<file path="config.mk">
export PLATFORM = sky130hd
export DESIGN_NAME = decode_queue
export DESIGN_NICKNAME = d
export VERILOG_FILES = /design/src/rtl/decode_queue.sv
export SDC_FILE = /design/constraint.sdc
export NUM_CORES = 1
export LEC_CHECK = 0
export ABC_AREA = 1
export CAP_MARGIN = 15
export CORE_UTILIZATION = 49
export DETAILED_ROUTE_END_ITERATION = 6
export PLACE_DENSITY = 0.8
export SLEW_MARGIN = 20
export SYNTH_ARGS = -nofsm -noshare
export SYNTH_HDL_FRONTEND = slang
export SYNTH_SLANG_ARGS = --single-unit
</file>
<file path="constraint.sdc">
create_clock -name clk -period 4.7 [get_ports clk]
set_input_delay 0.94 -clock clk [delete_from_list [all_inputs] [get_ports clk]]
set_output_delay 0.94 -clock clk [all_outputs]
set_load 0.03 [all_outputs]
</file>
<file path="src/rtl/decode_queue.sv">
// decode_queue -- two-entry instruction queue between fetch and decode.
//
// Fetch pushes {instr_f, pc_plus_4_f} when valid_f is high and the queue has
// room. Decode consumes the head entry whenever it is valid and not stalled.
// Flush discards all queued entries.
//
// Ports
//   clk          sole clock, rising edge
//   reset        asynchronous, active-high
//   valid_f      fetch offers instr_f / pc_plus_4_f this cycle
//   instr_f      fetched instruction word
//   pc_plus_4_f  word-addressed next PC accompanying instr_f
//   stall        decode cannot take the head entry this cycle
//   flush        drop every queued entry (branch, exception, interrupt, rti)
//   instr_d      head instruction, NOP_INSTR when empty
//   pc_plus_4_d  head pc_plus_4, 0 when empty
//   valid_d      head entry is valid
//   full         two entries held; fetch must hold its PC
//   count        number of valid entries (0..2)
module decode_queue #(
  parameter logic [31:0] NOP_INSTR = 32'h00000000,
  parameter int          DEPTH     = 2
) (
  input  logic        clk,
  input  logic        reset,
  input  logic        valid_f,
  input  logic [31:0] instr_f,
  input  logic [31:0] pc_plus_4_f,
  input  logic        stall,
  input  logic        flush,
  output logic [31:0] instr_d,
  output logic [31:0] pc_plus_4_d,
  output logic        valid_d,
  output logic        full,
  output logic [1:0]  count
);

  localparam logic [1:0] FULL_CNT = 2'(DEPTH);

  typedef struct packed {
    logic [31:0] instr;
    logic [31:0] pc_plus_4;
  } entry_t;

  entry_t [1:0] mem;
  logic         rp, wp;
  logic         push, pop;

  // Status comes from registered count only, so stall/flush/valid_f never
  // reach full or valid_d combinationally.
  assign full    = (count == FULL_CNT);
  assign valid_d = (count != 2'd0);

  // A full queue refuses valid_f even when a pop frees a slot this cycle.
  assign push = valid_f & ~full & ~flush;
  assign pop  = valid_d & ~stall & ~flush;

  always_ff @(posedge clk or posedge reset) begin
    if (reset) begin
      rp    <= 1'b0;
      wp    <= 1'b0;
      count <= 2'd0;
    end else if (flush) begin
      rp    <= 1'b0;
      wp    <= 1'b0;
      count <= 2'd0;
    end else begin
      if (push) wp <= ~wp;
      if (pop)  rp <= ~rp;
      if (push && !pop)      count <= count + 2'd1;
      else if (pop && !push) count <= count - 2'd1;
    end
  end

  // Entry storage carries no reset; only pointers and count define validity.
  always_ff @(posedge clk) begin
    if (push) mem[wp] <= '{instr: instr_f, pc_plus_4: pc_plus_4_f};
  end

  assign instr_d     = valid_d ? mem[rp].instr     : NOP_INSTR;
  assign pc_plus_4_d = valid_d ? mem[rp].pc_plus_4 : 32'h0;

endmodule

</file>
* Word level (Yosys, flattened, before mapping)
Index checks and enable logic that the tools add are counted.
Storage, ports and cells: register bits after elaboration 132, output and inout bits 68, logic and storage cells 45
Cells by class: add/subtract/negate cells 2, order comparisons 3, eq/ne operators 1, multiplexer cells 14, bitwise operators 9, reduce and logical (&&, ||, !) cells 9
Operators with widths (number):
- $mux W64 | 3
- $bwmux W128 | 1
- $demux W64 S1 | 1
- $mux W32 | 2
- $mux W2 | 3
- $reduce_bool A2 Y1 | 3
- $not A1 Y1 | 5
- $and A1 B1 Y1 | 4
- $lt A1 B2 Y1 const B | 2
- $mux W1 | 4
- $logic_and A1 B1 Y1 | 3
- $reduce_bool A3 Y1 | 1
- $add A2 B1 Y2 const B | 1
- $eq A2 B2 Y1 const B | 1
- $logic_not A1 Y1 | 2
- $sub A2 B1 Y2 const B | 1
- $ge A1 B1 Y1 const B | 1

* Logic depth before layout (Yosys ltp)
Gate-level depths: netlist of the first run.
depth in word-level cells 9, gate-level depth with buffers 7, depth with buffers taken out 7

* Worst setup path after synthesis of the first run
OpenSTA, ideal clock, no wires.
path type in2reg, start input port valid_f, end register mem[0] (netlist name), enable pin, arrival 3.871 ns, data required time 4.214 ns, slack 0.343 ns, stages 4, path through inv_1 > a21oi_2 > nand2_1 > nor2_1
Between the ends: longest elaborated chain between the ends 2
Ends and longest elaborated chain:
- start: declaration | line 26 | input logic valid_f,
- $and A1 B1 Y1 (2 in series) | line 55 | assign push = valid_f & ~full & ~flush;
- end signal: indexed assignment | line 77 | if (push) mem[wp] <= '{instr: instr_f, pc_plus_4: pc_plus_4_f};
- end: declaration | line 45 | entry_t [1:0] mem;
Every way passes these cells. A chain may end at the register's enable or synchronous reset.

* Worst setup path after layout of the first run
start register count[1], end output port pc_plus_4_d[23]
Between the ends: longest elaborated chain between the ends 2
Ends and longest elaborated chain:
- start: declaration | line 35 | output logic [1:0] count
- start signal: assignment | line 70 | if (push && !pop) count <= count + 2'd1;
- start signal: assignment | line 71 | else if (pop && !push) count <= count - 2'd1;
- $reduce_bool A2 Y1 | line 52 | assign valid_d = (count != 2'd0);
- $mux W32 | line 81 | assign pc_plus_4_d = valid_d ? mem[rp].pc_plus_4 : 32'h0;
- end: declaration | line 32 | output logic [31:0] pc_plus_4_d,
Every way passes these cells.

==> results of run 1 <==
## per-stage QoR
step | total power [W] | setup slack [ns]
after floorplan | 0.00178 | 0.343
after global placement | 0.00204 | 1.47
after detailed placement | 0.00205 | 1.43
after CTS | 0.00317 | 0.898
after global routing | 0.00327 | 0.920
final | 0.00315 | 1.07
## critical path: stages, from the launching register on
cell and delay [ns]:
dfrtp_1 0.47, nor2_4 0.73, buf_12 0.29, a21oi_2 0.07, clkdlybuf4s50_1 0.60
## kinds of logic after synthesis
kind of cell / Yosys count / share of synthesized area, %
flip-flops: 132 / 74.8
AND/OR/NAND/NOR: 151 / 11.0
buffers and inverters: 29 / 3.35
AO/OA/AOI/OAI: 68 / 10.8
## state kept, by name, indices dropped and copies added (netlist names)
signal	cells
count	2
wp	1
rp	1
mem	128
## worst max path at each step
stage	start	to	slack, ns	depth (start not counted)
floorplan	valid_f	mem[0]$_DFFE_PP_	0.34	4
global placement	rp$_DFFE_PP0P_	pc_plus_4_d[23]	1.47	4
detailed placement	rp$_DFFE_PP0P_	pc_plus_4_d[23]	1.43	4
CTS	rp$_DFFE_PP0P_	pc_plus_4_d[23]	0.90	4
global route	rp$_DFFE_PP0P_	pc_plus_4_d[26]	0.92	4
finish	count[1]$_DFFE_PP0P_	pc_plus_4_d[23]	1.07	4
## area by class of cell
| type | instances | area [um^2] |
|---|---|---|
| clock buffer | 18 | 418 |
| inverter | 8 | 31.3 |
| multi-input combinational | 219 | 1170 |
| sequential | 132 | 3950 |
| timing repair buffer | 141 | 1450 |
| tap | 136 | 170 |
| fill | 717 | 3090 |
| clock inverter | 12 | 92.6 |
## power by group through the flow
stage / Clock (W) / Combinational, W / Sequential (W)
finish: 0.00113 / 0.000656 / 0.00136
floorplan: 0 / 0.000392 / 0.00139
global placement: 0 / 0.000651 / 0.00138
global route: 0.00120 / 0.000697 / 0.00137
detailed placement: 0 / 0.000660 / 0.00139
CTS: 0.00115 / 0.000663 / 0.00136
## synth_stat cells, drive strengths merged
cell type	count	share of area, %
clkbuf	2	0.14
buf	19	2.6
o21ai	1	0.095
a21oi	66	11
nand2	141	10
nor2	5	0.36
edfxtp	128	73
nand4	4	0.47
inv	8	0.57
o22ai	1	0.12
dfrtp	4	1.9
nand3	1	0.095
## metal layers
layer	GRT usage, %	vias to the layer above
met3	6.25	8
met4	6.75	0
met5	0	-
li1	-	1617
met2	32.5	120
met1	24.0	1613
==> summary.txt, run 1 <==
Crit share post-route: 77.2%
Hold Path End: wp$_DFFE_PP0P_
Row count: 37
Synthesized netlist cell count: 380
DP HPWL: 6290 um
Cell internal pwr: 0.00229 W
Post-CTS sizing: 0
Yosys warning count: 0
Largest net degree at the start of global routing: 67
CTS tree: yes
Clock latency at the later pin of the worst-skew pair: 0.51 ns
GRT Util Overall: 19.5%
I/O Pins: 137
Met2 routed wirelength: 5310 um
Detailed-route vias per instance: 5.04
RSZ-0062 raised after global routing: no
Die Area: 11200 um^2
Placer congestion estimate: 0.808
Die H: 106 um
Slew Viols, Final: 0
Crit start category: register
TritonCTS Sinks: 132
Status: finished, final reports clean
DR vias: 3358
DRT Wirelength: 10300 um
Number of diodes: 0
Fin crit period: 3.63 ns
Power density over the cells: 432 nW/um^2
Worst Clk Skew: 0.0166 ns
R2R Path End: mem[38]$_DFFE_PP_
# setup viols final: 0
Die W: 106 um
CTS Hold Bufs: 0
Worst VDD drop: 0.249 mV
Share of layout cells above drive strength 1: 19.1%
Non-filler instance count after layout: 666
Arrival time worst endpoint: 2.69 ns
Critical Path RT: 3.76 ns
Layout Nets: 588
Hold Path Class: reg -> reg
Fmax: 0.276 GHz
CTS Buf Count: 17
CP Max Fanout: 23
P_sw: 0.000858 W
First-pass GRT wire length: 16300 um
Starting DRT DRC Count: 142
Final Instance Area: 7280 um^2
CTS HTree Levels: 4
Flop2flop setup slack: 2.47 ns
Leakage: 2.50 nW
Setup TNS: 0 ns
Initial antenna violation count: 0
Critical Path End Type: output pin
WS Path Type: reg -> out
Max-capacitance violation count: 0
WHS Path Cells: 1
Vias in the first global route: 3302
Inst Count DP: 636
Syn Nets: 449
Slew @ Worst Pin: 0.935 ns
Netlist cell types: 16
Mapped cell area: 5270 um^2
Commonest non-fill, non-tap cell in the layout: nand2_1
Sequential share of the synthesized area: 74.8%
Seq pwr share: 43.3%
Most frequent cells in the layout: nand2_1, clkdlybuf4s50_1, edfxtp_1, a21oi_2, clkbuf_16
Synthesized area per cell: 13.9 um^2
Slew headroom: 37.6%
Clock share of power: 35.8%
Drt first pass iters: 5
DR WL met3: 614 um
M1 WL: 4280 um
Starting Density: 50.8%
Routed WL per cell: 15.4 um
Area growth, synth to finish: 38.1%
FF-to-FF path depth: 5
Port bufs: 136
Total global routing overflow: 0
Postcts setup bufs: 0
FF+latch count, synth: 132
CTS max path bufs: 2
Routed Antenna Nets: 0
Worst hold slack: 0.553 ns
Placed cell area: 6770 um^2
Post-layout util: 70.2%
Gate power share: 20.8%
Residual DRC count: 0
Hold Startpoint: wp$_DFFE_PP0P_
Worst-path clk slew: 0.06 ns
Sw Share: 27.3%
Reg2reg start: count[0]$_DFFE_PP0P_
Core ar.: 10400 um^2
Highest routing layer actually used: met4
Clock root cell: clkbuf_8
Final hold viol count: 0
Note: power is estimated with default switching activity, not from simulation.
==> inputs of run 2 (changes only) <==
==> constraint.sdc (replaced) <==
create_clock -name clk -period 3.5 [get_ports clk]
set_input_delay 0.7 -clock clk [delete_from_list [all_inputs] [get_ports clk]]
set_output_delay 0.7 -clock clk [all_outputs]
set_load 0.03 [all_outputs]
==> summary.txt, run 2 (same netlist as run 1, synthesis figures left out) <==
Crit start category: register (unchanged)
Leakage: 2.49 nW (was 2.50 nW)
Fin crit period: 3.23 ns
Slew headroom: 53.9% (was 37.6%)
Worst Clk Skew: 0.00823 ns (was 0.0166 ns)
Slew Viols, Final: 0 (unchanged)
Slowest CP cell: clkdlybuf4s50_1 (was nor2_4)
Port bufs: 136 (unchanged)
Biggest register: mem (unchanged)
CTS HTree Levels: 4 (unchanged)
Arrival time worst endpoint: 2.53 ns (was 2.69 ns)
Core ar.: 10400 um^2 (unchanged)
Slew @ Worst Pin: 0.691 ns (was 0.935 ns)
Setup TNS: 0 ns (unchanged)
Drt first pass iters: 6 (was 5)
Largest regs: mem (128), count (2) (unchanged)
Initial antenna violation count: 0 (unchanged)
Flop2flop setup slack: 1.74 ns (was 2.47 ns)
Layout Nets: 591 (was 588)
Routed Antenna Nets: 0 (unchanged)
Post-CTS sizing: 0 (unchanged)
CTS Buf Count: 17 (unchanged)
Crit path cell chain: inv_2 -> buf_12 -> nand2_1 -> a21oi_2 -> clkdlybuf4s50_1 (was nor2_4 -> buf_12 -> a21oi_2 -> clkdlybuf4s50_1)
Max reg flops: 128 (unchanged)
Die W: 106 um (unchanged)
Critical Path RT: 2.80 ns (was 3.76 ns)
Critical path buffer and inverter count: 3 (was 2)
Pre-CTS setup slack: 0.780 ns (was 1.43 ns)
Cell family with most CP delay: buffers and inverters (unchanged)
Most frequent cells in the layout: nand2_1, clkdlybuf4s50_1, edfxtp_1, a21oi_2, clkbuf_16 (unchanged)
CP Max Fanout: 38 (was 23)
Area growth, synth to finish: 37.1% (was 38.1%)
Fmax: 0.309 GHz
Crit share post-route: 92.3%
CTS max path bufs: 2 (unchanged)
Starting Density: 50.8% (unchanged)
Postcts setup bufs: 0 (unchanged)
Total global routing overflow: 0 (unchanged)
Power density over the cells: 570 nW/um^2 (was 432 nW/um^2)
CP peak stage delay: 0.69 ns (was 0.73 ns)
FF-to-FF path depth: 5 (unchanged)
Max-capacitance violation count: 0 (unchanged)
DP HPWL: 6670 um (was 6290 um)
Critical Path End Type: output pin (unchanged)
Hold Path Class: in -> async (was reg -> reg)
Starting DRT DRC Count: 171 (was 142)
TritonCTS Sinks: 132 (unchanged)
Number of diodes: 0 (unchanged)
CTS tree: yes (unchanged)
Fill cell count: 741 (was 717)
WS Path Type: reg -> out (unchanged)
Reg2reg start: count[0]$_DFFE_PP0P_ (unchanged)
Commonest non-fill, non-tap cell in the layout: nand2_1 (unchanged)
First-pass GRT wire length: 16400 um (was 16300 um)
Detailed-route vias per instance: 5.09 (was 5.04)
RSZ-0062 raised after global routing: no (unchanged)
DRT Wirelength: 10600 um (was 10300 um)
Share of layout cells above drive strength 1: 18.5% (was 19.1%)
Clock latency at the later pin of the worst-skew pair: 0.51 ns (about the same)
Row count: 37 (unchanged)
GRT Util Overall: 19.7% (was 19.5%)
I/O Pins: 137 (unchanged)
Placer congestion estimate: 0.800 (was 0.808)
Vias in the first global route: 3383 (was 3302)
Setup ws final: 0.268 ns (was 1.07 ns)
Die Area: 11200 um^2 (unchanged)
R2R Path End: mem[2]$_DFFE_PP_ (was mem[38]$_DFFE_PP_)
# setup viols final: 0 (unchanged)
Worst-path clk slew: 0.06 ns (about the same)
Status: finished, final reports clean (unchanged)
Worst VDD drop: 0.320 mV (was 0.249 mV)
Die H: 106 um (unchanged)
Clock root cell: clkbuf_8 (unchanged)
Residual DRC count: 0 (unchanged)
CTS Hold Bufs: 0 (unchanged)
Largest net degree at the start of global routing: 65 (was 67)
Routed WL per cell: 15.8 um (was 15.4 um)
Final hold viol count: 0 (unchanged)
DR vias: 3407 (was 3358)
## run 2: how the worst max path moves through the flow
stage	depth (start not counted)	endpoint	slack (ns)	start
final	5	instr_d[28]	0.27	rp$_DFFE_PP0P_
after global routing	5	pc_plus_4_d[30]	0.14	rp$_DFFE_PP0P_
after CTS	5	instr_d[28]	0.22	rp$_DFFE_PP0P_
after detailed placement	5	instr_d[27]	0.78	rp$_DFFE_PP0P_
after global placement	5	instr_d[27]	0.82	rp$_DFFE_PP0P_
after floorplan	4	mem[0]$_DFFE_PP_	0.45	valid_f
## run 2: metrics by stage
stage	std cells	area [um^2]	power (W)	util, %	hold slack (ns)
finish	670	7230	0.00412	69.7	0.403
global route	670	7230	0.00427	69.7	0.402
CTS	670	7230	0.00416	69.7	0.392
detailed placement	639	6750	0.00274	65.1	0.550
global placement	639	6750	0.00272	65.1	0.536
floorplan	380	5280	0.00239	-	0.466
## run 2: per-layer routing
| layer | vias to the layer above | GRT usage, % | share of wire [%] |
|---|---|---|---|
| li1 | 1624 | - | - |
| met1 | 1649 | 23.2 | 41 |
| met2 | 111 | 33.1 | 51 |
| met3 | 23 | 5.01 | 5.4 |
| met4 | 0 | 10.5 | 2.2 |
| met5 | - | 0 | 0 |
## run 2: power breakdown
part / internal, W / switching (W) / total (W)
sequential: 0.00181 / 0.0000220 / 0.00183
clock: 0.000850 / 0.000570 / 0.00142
combinational: 0.000333 / 0.000535 / 0.000867
## run 2: final cells by class
type	count	area (um^2)	area share, %
Timing Repair Buffer	144	1430	19.8
Clock buffer	23	437	6.04
Tap cell	136	170	2.35
Inverter	8	30.0	0.416
Sequential cell	132	3950	54.6
Multi-Input combinational cell	219	1170	16.2
Clock inverter	8	37.5	0.519
